==> src/rtl/fetch_pkg.sv <==
// fetch_pkg: shared types and constants for the instruction fetch controller
//   Build option: FETCH_HALT_DETECT_EN adds the HALT state to state_e.
package fetch_pkg;

    localparam int          INSTR_W = 16;
    localparam logic [15:0] NOP     = 16'h0800;
    localparam logic [4:0]  HALT_OP = 5'b00000;

`ifdef FETCH_HALT_DETECT_EN
    typedef enum logic [1:0] {FETCH, WAIT, HALT} state_e;
`else
    typedef enum logic [1:0] {FETCH, WAIT} state_e;
`endif

endpackage

==> src/rtl/fetch_skid_buf.sv <==
// fetch_skid_buf: one-entry holding register for a fetched word that decode could not take
//   clk, rst      : clock, synchronous active-high reset
//   wr_i          : capture instr_i/pc_i and mark valid
//   rd_i          : entry consumed, clear valid
//   flush_i       : discard entry (redirect)
//   instr_i, pc_i : word and its PC+2 to hold
//   valid_o, instr_o, pc_o : held entry
module fetch_skid_buf
    import fetch_pkg::*;
(
    input  logic               clk,
    input  logic               rst,
    input  logic               wr_i,
    input  logic               rd_i,
    input  logic               flush_i,
    input  logic [INSTR_W-1:0] instr_i,
    input  logic [15:0]        pc_i,
    output logic               valid_o,
    output logic [INSTR_W-1:0] instr_o,
    output logic [15:0]        pc_o
);

    logic               valid_q;
    logic [INSTR_W-1:0] instr_q;
    logic [15:0]        pc_q;

    always_ff @(posedge clk) begin
        if (rst || flush_i) begin
            valid_q <= 1'b0;
        end else if (wr_i) begin
            valid_q <= 1'b1;
            instr_q <= instr_i;
            pc_q    <= pc_i;
        end else if (rd_i) begin
            valid_q <= 1'b0;
        end
    end

    assign valid_o = valid_q;
    assign instr_o = instr_q;
    assign pc_o    = pc_q;

endmodule

==> src/rtl/fetch_ctrl.sv <==
// fetch_ctrl: instruction fetch controller feeding the IF/ID pipeline register
//   Params : RESET_PC  PC loaded on reset
//   Inputs : clk, rst (sync, active-high), stall (decode hazard hold),
//            redirect/redirect_pc (taken branch/jump), imem_rdata/imem_done/imem_stall
//   Outputs: imem_rd/imem_addr (memory request), PCout/instrOut/ifid_write (IF/ID load),
//            halted (fetch stopped on HALT opcode)
//   Build option: FETCH_HALT_DETECT_EN enables HALT opcode detection.
module fetch_ctrl
    import fetch_pkg::*;
#(
    parameter logic [15:0] RESET_PC = 16'h0000
) (
    input  logic               clk,
    input  logic               rst,
    input  logic               stall,
    input  logic               redirect,
    input  logic [15:0]        redirect_pc,
    input  logic [INSTR_W-1:0] imem_rdata,
    input  logic               imem_done,
    input  logic               imem_stall,
    output logic               imem_rd,
    output logic [15:0]        imem_addr,
    output logic [15:0]        PCout,
    output logic [INSTR_W-1:0] instrOut,
    output logic               ifid_write,
    output logic               halted
);

    state_e             state_q, state_d;
    logic [15:0]        pc_q, pc_d, pc_inc;
    logic               squash_q, squash_d;
    logic               outstanding;
    logic               buf_wr, buf_rd, buf_valid;
    logic [INSTR_W-1:0] buf_instr;
    logic [15:0]        buf_pc;

    assign pc_inc = pc_q + 16'd2;
    // A read is still in flight at the memory while waiting or while a squashed one drains.
    assign outstanding = (state_q == WAIT) || squash_q;

    fetch_skid_buf u_skid (
        .clk     (clk),
        .rst     (rst),
        .wr_i    (buf_wr),
        .rd_i    (buf_rd),
        .flush_i (redirect),
        .instr_i (imem_rdata),
        .pc_i    (pc_inc),
        .valid_o (buf_valid),
        .instr_o (buf_instr),
        .pc_o    (buf_pc)
    );

    always_comb begin
        state_d    = state_q;
        pc_d       = pc_q;
        squash_d   = squash_q;
        buf_wr     = 1'b0;
        buf_rd     = 1'b0;
        imem_rd    = 1'b0;
        imem_addr  = pc_q;
        PCout      = pc_inc;
        instrOut   = imem_rdata;
        ifid_write = 1'b0;
        if (rst) begin
            // A read abandoned by reset may still return; drop it unless it returns now.
            squash_d = outstanding && !imem_done;
        end else if (redirect) begin
            state_d    = FETCH;
            pc_d       = {redirect_pc[15:1], 1'b0};
            squash_d   = outstanding && !imem_done;
            ifid_write = 1'b1;
            instrOut   = NOP;
            PCout      = {redirect_pc[15:1], 1'b0};
        end else if (state_q == WAIT) begin
            imem_rd = 1'b1;
            if (imem_done) begin
                state_d    = FETCH;
                pc_d       = pc_inc;
                ifid_write = !stall;
                buf_wr     = stall;
            end
        end else if (state_q == FETCH) begin
            if (squash_q) begin
                squash_d = !imem_done;
            end else if (!stall && buf_valid) begin
                buf_rd     = 1'b1;
                ifid_write = 1'b1;
                instrOut   = buf_instr;
                PCout      = buf_pc;
            end else if (!stall) begin
                imem_rd = 1'b1;
                if (imem_done) begin
                    pc_d       = pc_inc;
                    ifid_write = 1'b1;
                end else if (imem_stall) begin
                    state_d = WAIT;
                end
            end
        end
`ifdef FETCH_HALT_DETECT_EN
        if (ifid_write && !redirect && instrOut[15:11] == HALT_OP)
            state_d = HALT;
`endif
    end

    always_ff @(posedge clk) begin
        if (rst) begin
            state_q  <= FETCH;
            pc_q     <= {RESET_PC[15:1], 1'b0};
            squash_q <= squash_d;
        end else begin
            state_q  <= state_d;
            pc_q     <= {pc_d[15:1], 1'b0};
            squash_q <= squash_d;
        end
    end

`ifdef FETCH_HALT_DETECT_EN
    assign halted = (state_q == HALT);
`else
    assign halted = 1'b0;
`endif

endmodule
==> config.mk <==
export PLATFORM = sky130hd
export DESIGN_NAME = fetch_ctrl
export DESIGN_NICKNAME = d
export VERILOG_FILES = /design/src/rtl/fetch_pkg.sv /design/src/rtl/fetch_skid_buf.sv /design/src/rtl/fetch_ctrl.sv
export SDC_FILE = /design/constraint.sdc
export NUM_CORES = 1
export LEC_CHECK = 0
export BUFFER_PORTS_ARGS = -buffer_cell sky130_fd_sc_hd__clkbuf_2
export CORE_MARGIN = 5
export CORE_UTILIZATION = 44
export DETAILED_ROUTE_END_ITERATION = 12
export PLACE_DENSITY = 0.72
export RECOVER_POWER = 50
export SYNTH_ARGS = -nofsm -noshare
export SYNTH_HDL_FRONTEND = slang
export SYNTH_HIERARCHICAL = 1
export SYNTH_SLANG_ARGS = --single-unit
==> constraint.sdc <==
create_clock -name clk -period 2.7 [get_ports clk]
set_input_delay 0.675 -clock clk [delete_from_list [all_inputs] [get_ports clk]]
set_output_delay 0.675 -clock clk [all_outputs]
set_load 0.02 [all_outputs]
==> results.cfg, run 1 <==
[logic_synthesis]
syn_inst = 312
synth_top_family_by_area = compound AO/OA/AOI/OAI gates
synth-edff-count = 33
synth_warnings = 6
synth_adder_area_share = 0.00420
synth_top_area_share = 0.332
async_flop_share = 0
synth.top_cells.by_count = edfxtp_1 (33), nand2_1 (29), a22oi_1 (23), nor2_1 (23), o21ai_1 (21)
muxShareOfSynthArea = 0
yosysMostFrequentCell = edfxtp_1
synth.yosys.seq_area_share = 0.447
synth_top_area_cell = edfxtp_1
synth_cell_type_count = 57
synth_seq_cells = 50
syn_area_um2 = 2980
synthXorXnorAreaFrac = 0.0353
synth-compound-area-share = 0.263
avgSynthCellArea_um2 = 9.55
ys.flop_type = edfxtp_1
yosys.area_share.simple = 0.193
synthTopCellsByArea = edfxtp_1 (33%), dfxtp_1 (11%), a22oi_1 (5.8%), nand2_1 (3.7%), o21ai_1 (3.5%)

[worst_setup_path]
path_delay_family = simple AND/OR/NAND/NOR gates
path_buf_inv = 1
max_stage_delay_ns = 0.48
cp.arrival_ns = 2.06
start_kind = register
crit_slowest_cell = dfxtp_1
path_class = reg -> out
endpoint_kind = output port
path_cells = nand4_1, nor4_1, xor2_1, a2bb2oi_1, buf_4
crit_fanout = 8
crit_required_ns = 2.03

[cts]
cts.clk_slew.worst_paths_ns = 0.10
cts_hold_buf = 0
cts_buffer_depth = 2
cts_tree = done
clk-insertion-delay-late_ns = 0.31
cts-root-buf = clkbuf_8
cts_max_level = 2
cts.sinks = 50
cts-buffers-inserted = 5

[drt]
detail_route.iter0.violations = 188
viasPerCell = 5.73
drc_errors = 0
vias = 2860
first_pass_iters = 4
post_drt_wl_per_cell_um = 16.7
wirelength_um = 8350
ant_nets = 0

[floorplanning]
rows = 30
die_x_um = 92.3
ios = 89
die_h_um = 92.3
core_area_um2 = 6680
start_util = 0.446
dieArea_um2 = 8520

[placement]
dpl_cell_area_um2 = 3640
portBuffers = 85
place_ws_ns = -0.106
dp_cells = 486
place_hpwl_um = 6000
place_congestion = 0.844

[power_and_ir_drop]
vdd_drop_max_mv = 0.275
combPwrFrac = 0.239
powerDensity_nw_per_um2 = 445
p_switching_mw = 0.555
power_mw = 1.76
internal_power_mw = 1.21
p_sw_frac = 0.315
power_frac_clock = 0.274
leakage_nw = 1.54
pwr-share-seq = 0.488

[global_route]
grt_pass1_wl_um = 13200
grt_pass1_vias = 2724
grt_remaining_overflow = 0
track_usage = 0.191
grt_max_degree = 33
antenna_found_initial = 0

[final_layout]
layoutNonFillerInstCount = 499
area_growth_pct = 32.8
layout-drive-gt1-share = 0.325
antenna_cells = 0
stdcell_area_um2 = 3960
num-nets-final = 457

[sta]
rsz0062_at_grt = true
slew_violations = 0
period_share = 1.01
fmax_mhz = 365
timing.final.hold_violations = 0
fin_crit_ns = 2.74
setup_violations = 6
worst_slack_ns = -0.0361
finalClockSkew_ns = 0.00592

[job]
cap_violations = 0

[status]
status = finished with violations
violations = negative setup slack

[hold_path]
hold_path_class = reg -> reg
==> power by group through the flow <==
stage / Sequential [mW] / Combinational [mW] / Clock, mW
after floorplan: 0.891 / 0.220 / 0
after global placement: 0.874 / 0.378 / 0
after detailed placement: 0.874 / 0.384 / 0
after CTS: 0.857 / 0.402 / 0.492
after global routing: 0.861 / 0.454 / 0.528
final: 0.858 / 0.420 / 0.482
==> tightest hold or removal path: cells and delay by family (launching register included) <==
family             cells  cell delay, ns
DFF                    1            0.37
AOI/OAI and AO/OA      2            0.15
==> routing by layer <==
layer,wire length [um],GRT usage,up-vias,part of all wire
met2,4180,0.323,90,0.50
met5,0,0,-,0
met4,68,0.0446,0,0.0081
li1,-,-,1404,-
met1,3720,0.253,1360,0.45
met3,383,0.0349,6,0.046
==> through the flow <==
step | setup TNS (ns) | hold WS, ns | util
finish | -0.139 | 0.550 | 0.593
global route | -2.01 | 0.576 | 0.593
CTS | -1.02 | 0.558 | 0.576
detailed placement | -1.84 | 0.580 | 0.546
global placement | -1.04 | 0.566 | 0.546
floorplan | 0 | 0.604 | -
==> final cells by class <==
type / count / area (um2)
Multi-Input combinational cell: 229 / 1580
Clock inverter: 3 / 28.8
Sequential cell: 50 / 1340
Inverter: 11 / 41.3
Timing Repair Buffer: 121 / 803
Fill cell: 618 / 2720
Tap cell: 80 / 100
Clock buffer: 5 / 68.8
==> state kept, by name, summed over array words and instances, names as in the netlist <==
| name | count |
|---|---|
| u_skid/pc_o | 16 |
| imem_addr | 15 |
| squash_q | 1 |
| state_q | 1 |
| u_skid/valid_o | 1 |
| u_skid/instr_o | 16 |
==> what timing repair did <==
| item | in CTS | in global routing |
|---|---|---|
| gates resized for setup | 30 | 66 |
| setup buffers | 2 | 3 |
| gates cloned | 0 | 1 |
| pin swaps | 3 | 22 |
| setup endpoints to repair | 29 | 31 |
==> cell usage in the layout (no fill, tap or decap), types with 8 or more instances in the layout <==
| cell type | synthesis | layout |
|---|---|---|
| edfxtp_1 | 33 | 33 |
| a22oi_1 | 23 | 16 |
| o21a_1 | 8 | 8 |
| nor2_1 | 23 | 23 |
| clkbuf_2 | 0 | 34 |
| buf_4 | 3 | 47 |
| clkbuf_1 | 10 | 25 |
| nor3_1 | 8 | 8 |
| dfxtp_1 | 17 | 14 |
| nand2_1 | 29 | 29 |
| inv_1 | 9 | 9 |
| o21ai_1 | 21 | 21 |
==> path summary, 6_finish.rpt <==
| path | startpoint | endpoint | slack (ns) | depth (start not counted) |
|---|---|---|---|---|
| worst max register to register | squash_q$_DFFE_PP_ | imem_addr[7]$_SDFFE_PP0P_ | 0.39 | 7 |
| worst min register to register | imem_addr[8]$_SDFFE_PP0P_ | imem_addr[8]$_SDFFE_PP0P_ | 0.55 | 2 |
| worst max-delay path | imem_addr[4]$_SDFFE_PP0P_ | PCout[14] | -0.04 | 5 |
| worst min-delay path | imem_addr[8]$_SDFFE_PP0P_ | imem_addr[8]$_SDFFE_PP0P_ | 0.55 | 2 |
==> cell families after synthesis <==
logic type,after synthesis
simple gates,104
other cells,1
flops,50
buf+inv,35
fa+ha+maj,1
compound gates,109
xor+xnor,12
Note: power is estimated with default switching activity, not from simulation.
==> run 2, diff against run 1 <==
--- a/config.mk
+++ b/config.mk
@@ -6,10 +6,12 @@
 export NUM_CORES = 1
 export LEC_CHECK = 0
 export BUFFER_PORTS_ARGS = -buffer_cell sky130_fd_sc_hd__clkbuf_2
+export CELL_PAD_IN_SITES_DETAIL_PLACEMENT = 2
+export CELL_PAD_IN_SITES_GLOBAL_PLACEMENT = 2
 export CORE_MARGIN = 5
-export CORE_UTILIZATION = 44
+export CORE_UTILIZATION = 28
 export DETAILED_ROUTE_END_ITERATION = 12
-export PLACE_DENSITY = 0.72
+export PLACE_DENSITY = 0.75
 export RECOVER_POWER = 50
 export SYNTH_ARGS = -nofsm -noshare
 export SYNTH_HDL_FRONTEND = slang
==> results.cfg, run 2 (synthesis results as in run 1) <==
[cts]
cts_buffer_depth = 2
cts-root-buf = clkbuf_8
cts-buffers-inserted = 5
clk-insertion-delay-late_ns = 0.32
cts_tree = done
cts_max_level = 2
cts.sinks = 50
cts_hold_buf = 0
cts.clk_slew.worst_paths_ns = 0.09

[global_route]
grt_pass1_vias = 3228
track_usage = 0.164
grt_pass1_wl_um = 17200
grt_remaining_overflow = 0
grt_max_degree = 33
antenna_found_initial = 0

[hold_path]
hold_path_class = reg -> reg

[final_layout]
antenna_cells = 0
layoutNonFillerInstCount = 552
layout-drive-gt1-share = 0.349
area_growth_pct = 35.0
num-nets-final = 454
final_cell_mix = buf_4 (49), clkbuf_2 (41), edfxtp_1 (33), nand2_1 (29), nor2_1 (22)
fin_util = 0.388
layout_commonest_cell = buf_4

[drt]
wirelength_um = 10700
vias = 2943
post_drt_wl_per_cell_um = 19.3
detail_route.iter0.violations = 125
drc_errors = 0
first_pass_iters = 4
ant_nets = 0
viasPerCell = 5.33

[placement]
dp_cells = 541
place_hpwl_um = 7800
place_congestion = 0.792
place_ws_ns = -0.189
portBuffers = 85

[worst_setup_path]
cpMostUsedCell = buf_6
path_buf_inv = 3
crit_slowest_cell = or4b_4
crit_fanout = 7
start_kind = input port
max_stage_delay_ns = 0.59
path_class = in -> out
cp.arrival_ns = 2.06
path_cells = buf_6, or4b_4, buf_8, nor3_4, nor2_2, a2bb2oi_2, buf_6
crit_required_ns = 2.03
path_delay_family = simple AND/OR/NAND/NOR gates
endpoint_kind = output port

[sta]
slew_violations = 0
period_share = 1.01
fin_crit_ns = 2.74
finalClockSkew_ns = 0.00855
setup_tns_ns = -0.104
timing.final.hold_violations = 0
rsz0062_at_grt = true
whs_ns = 0.555
setup_violations = 7
worst_slack_ns = -0.0353
fmax_mhz = 366

[status]
violations = negative setup slack
status = finished with violations

[floorplanning]
ios = 89
dieArea_um2 = 12800
core_area_um2 = 10400
die_x_um = 113
die_h_um = 113
start_util = 0.287
rows = 37

[power_and_ir_drop]
vdd_drop_max_mv = 0.161
leakage_nw = 1.58
powerDensity_nw_per_um2 = 434

[job]
cap_violations = 0
[run 2: cell count changes in the layout (fill, tap and decap cells not counted), moves of 3 or more]
cell / before / now
clkbuf_1: 25 / 15
clkbuf_2: 34 / 41
a22oi_1: 16 / 19
a22oi_2: 7 / 4
clkbuf_4: 3 / 0
dfxtp_1: 14 / 11
dfxtp_2: 3 / 6
nor3_4: 0 / 3
[run 2: what timing repair did]
item | 4_1_cts | 5_1_grt
buffers inserted | 2 | 1
resized for setup | 19 | 75
endpoints found under the setup margin | 30 | 30
pin swaps | 5 | 4
gates cloned | 0 | 0
[run 2: final cells by class]
type                    instances  area [um2]
multi-input cells             229        1590
well taps                     136         170
flip-flops and latches         50        1340
repair buffers                118         800
clock buffers                   5        68.8
inverters                      11        41.3
clock inverters                 3        16.3
fillers                      1170        6350
[run 2: final timing paths]
path,slack [ns],depth (start not counted),to,from
setup / recovery,-0.04,7,PCout[1],stall
hold / removal,0.55,2,imem_addr[8]$_SDFFE_PP0P_,imem_addr[8]$_SDFFE_PP0P_
setup reg to reg,0.85,6,imem_addr[15]$_SDFFE_PP0P_,imem_addr[1]$_SDFFE_PP0P_
hold reg to reg,0.55,2,imem_addr[8]$_SDFFE_PP0P_,imem_addr[8]$_SDFFE_PP0P_
[run 2: per-layer routing]
metal  vias to the layer above  wire length [um]  GRT usage
met5                         -                 0          0
met4                         0               110     0.0361
met3                        11               404     0.0251
met2                        76              5300      0.286
met1                      1465              4860      0.215
li1                       1391                 -          -
[run 2: worst register-to-register path: cells and delay by family, from the launching register on]
family	cells	cell delay, ns
AO/OA/AOI/OAI	2	0.54
flip-flops	1	0.36
AND/OR/NAND/NOR	2	0.44
adder cells (fa/ha/maj)	1	0.24
buffers and inverters	1	0.17
[run 2: where the power goes]
group,leakage [nW],switching (mW),internal (mW),total (mW)
clock,0.0416,0.271,0.178,0.449
combinational,1.09,0.255,0.178,0.433
sequential,0.446,0.0285,0.833,0.862
total,1.58,0.554,1.19,1.74
[run 2: through the flow]
step | area, um2 | total power [mW]
2_1_floorplan | 2990 | 1.11
3_3_place_gp | 3720 | 1.26
3_5_place_dp | 3720 | 1.28
4_1_cts | 3880 | 1.74
5_1_grt | 4020 | 1.83
6_report | 4020 | 1.74
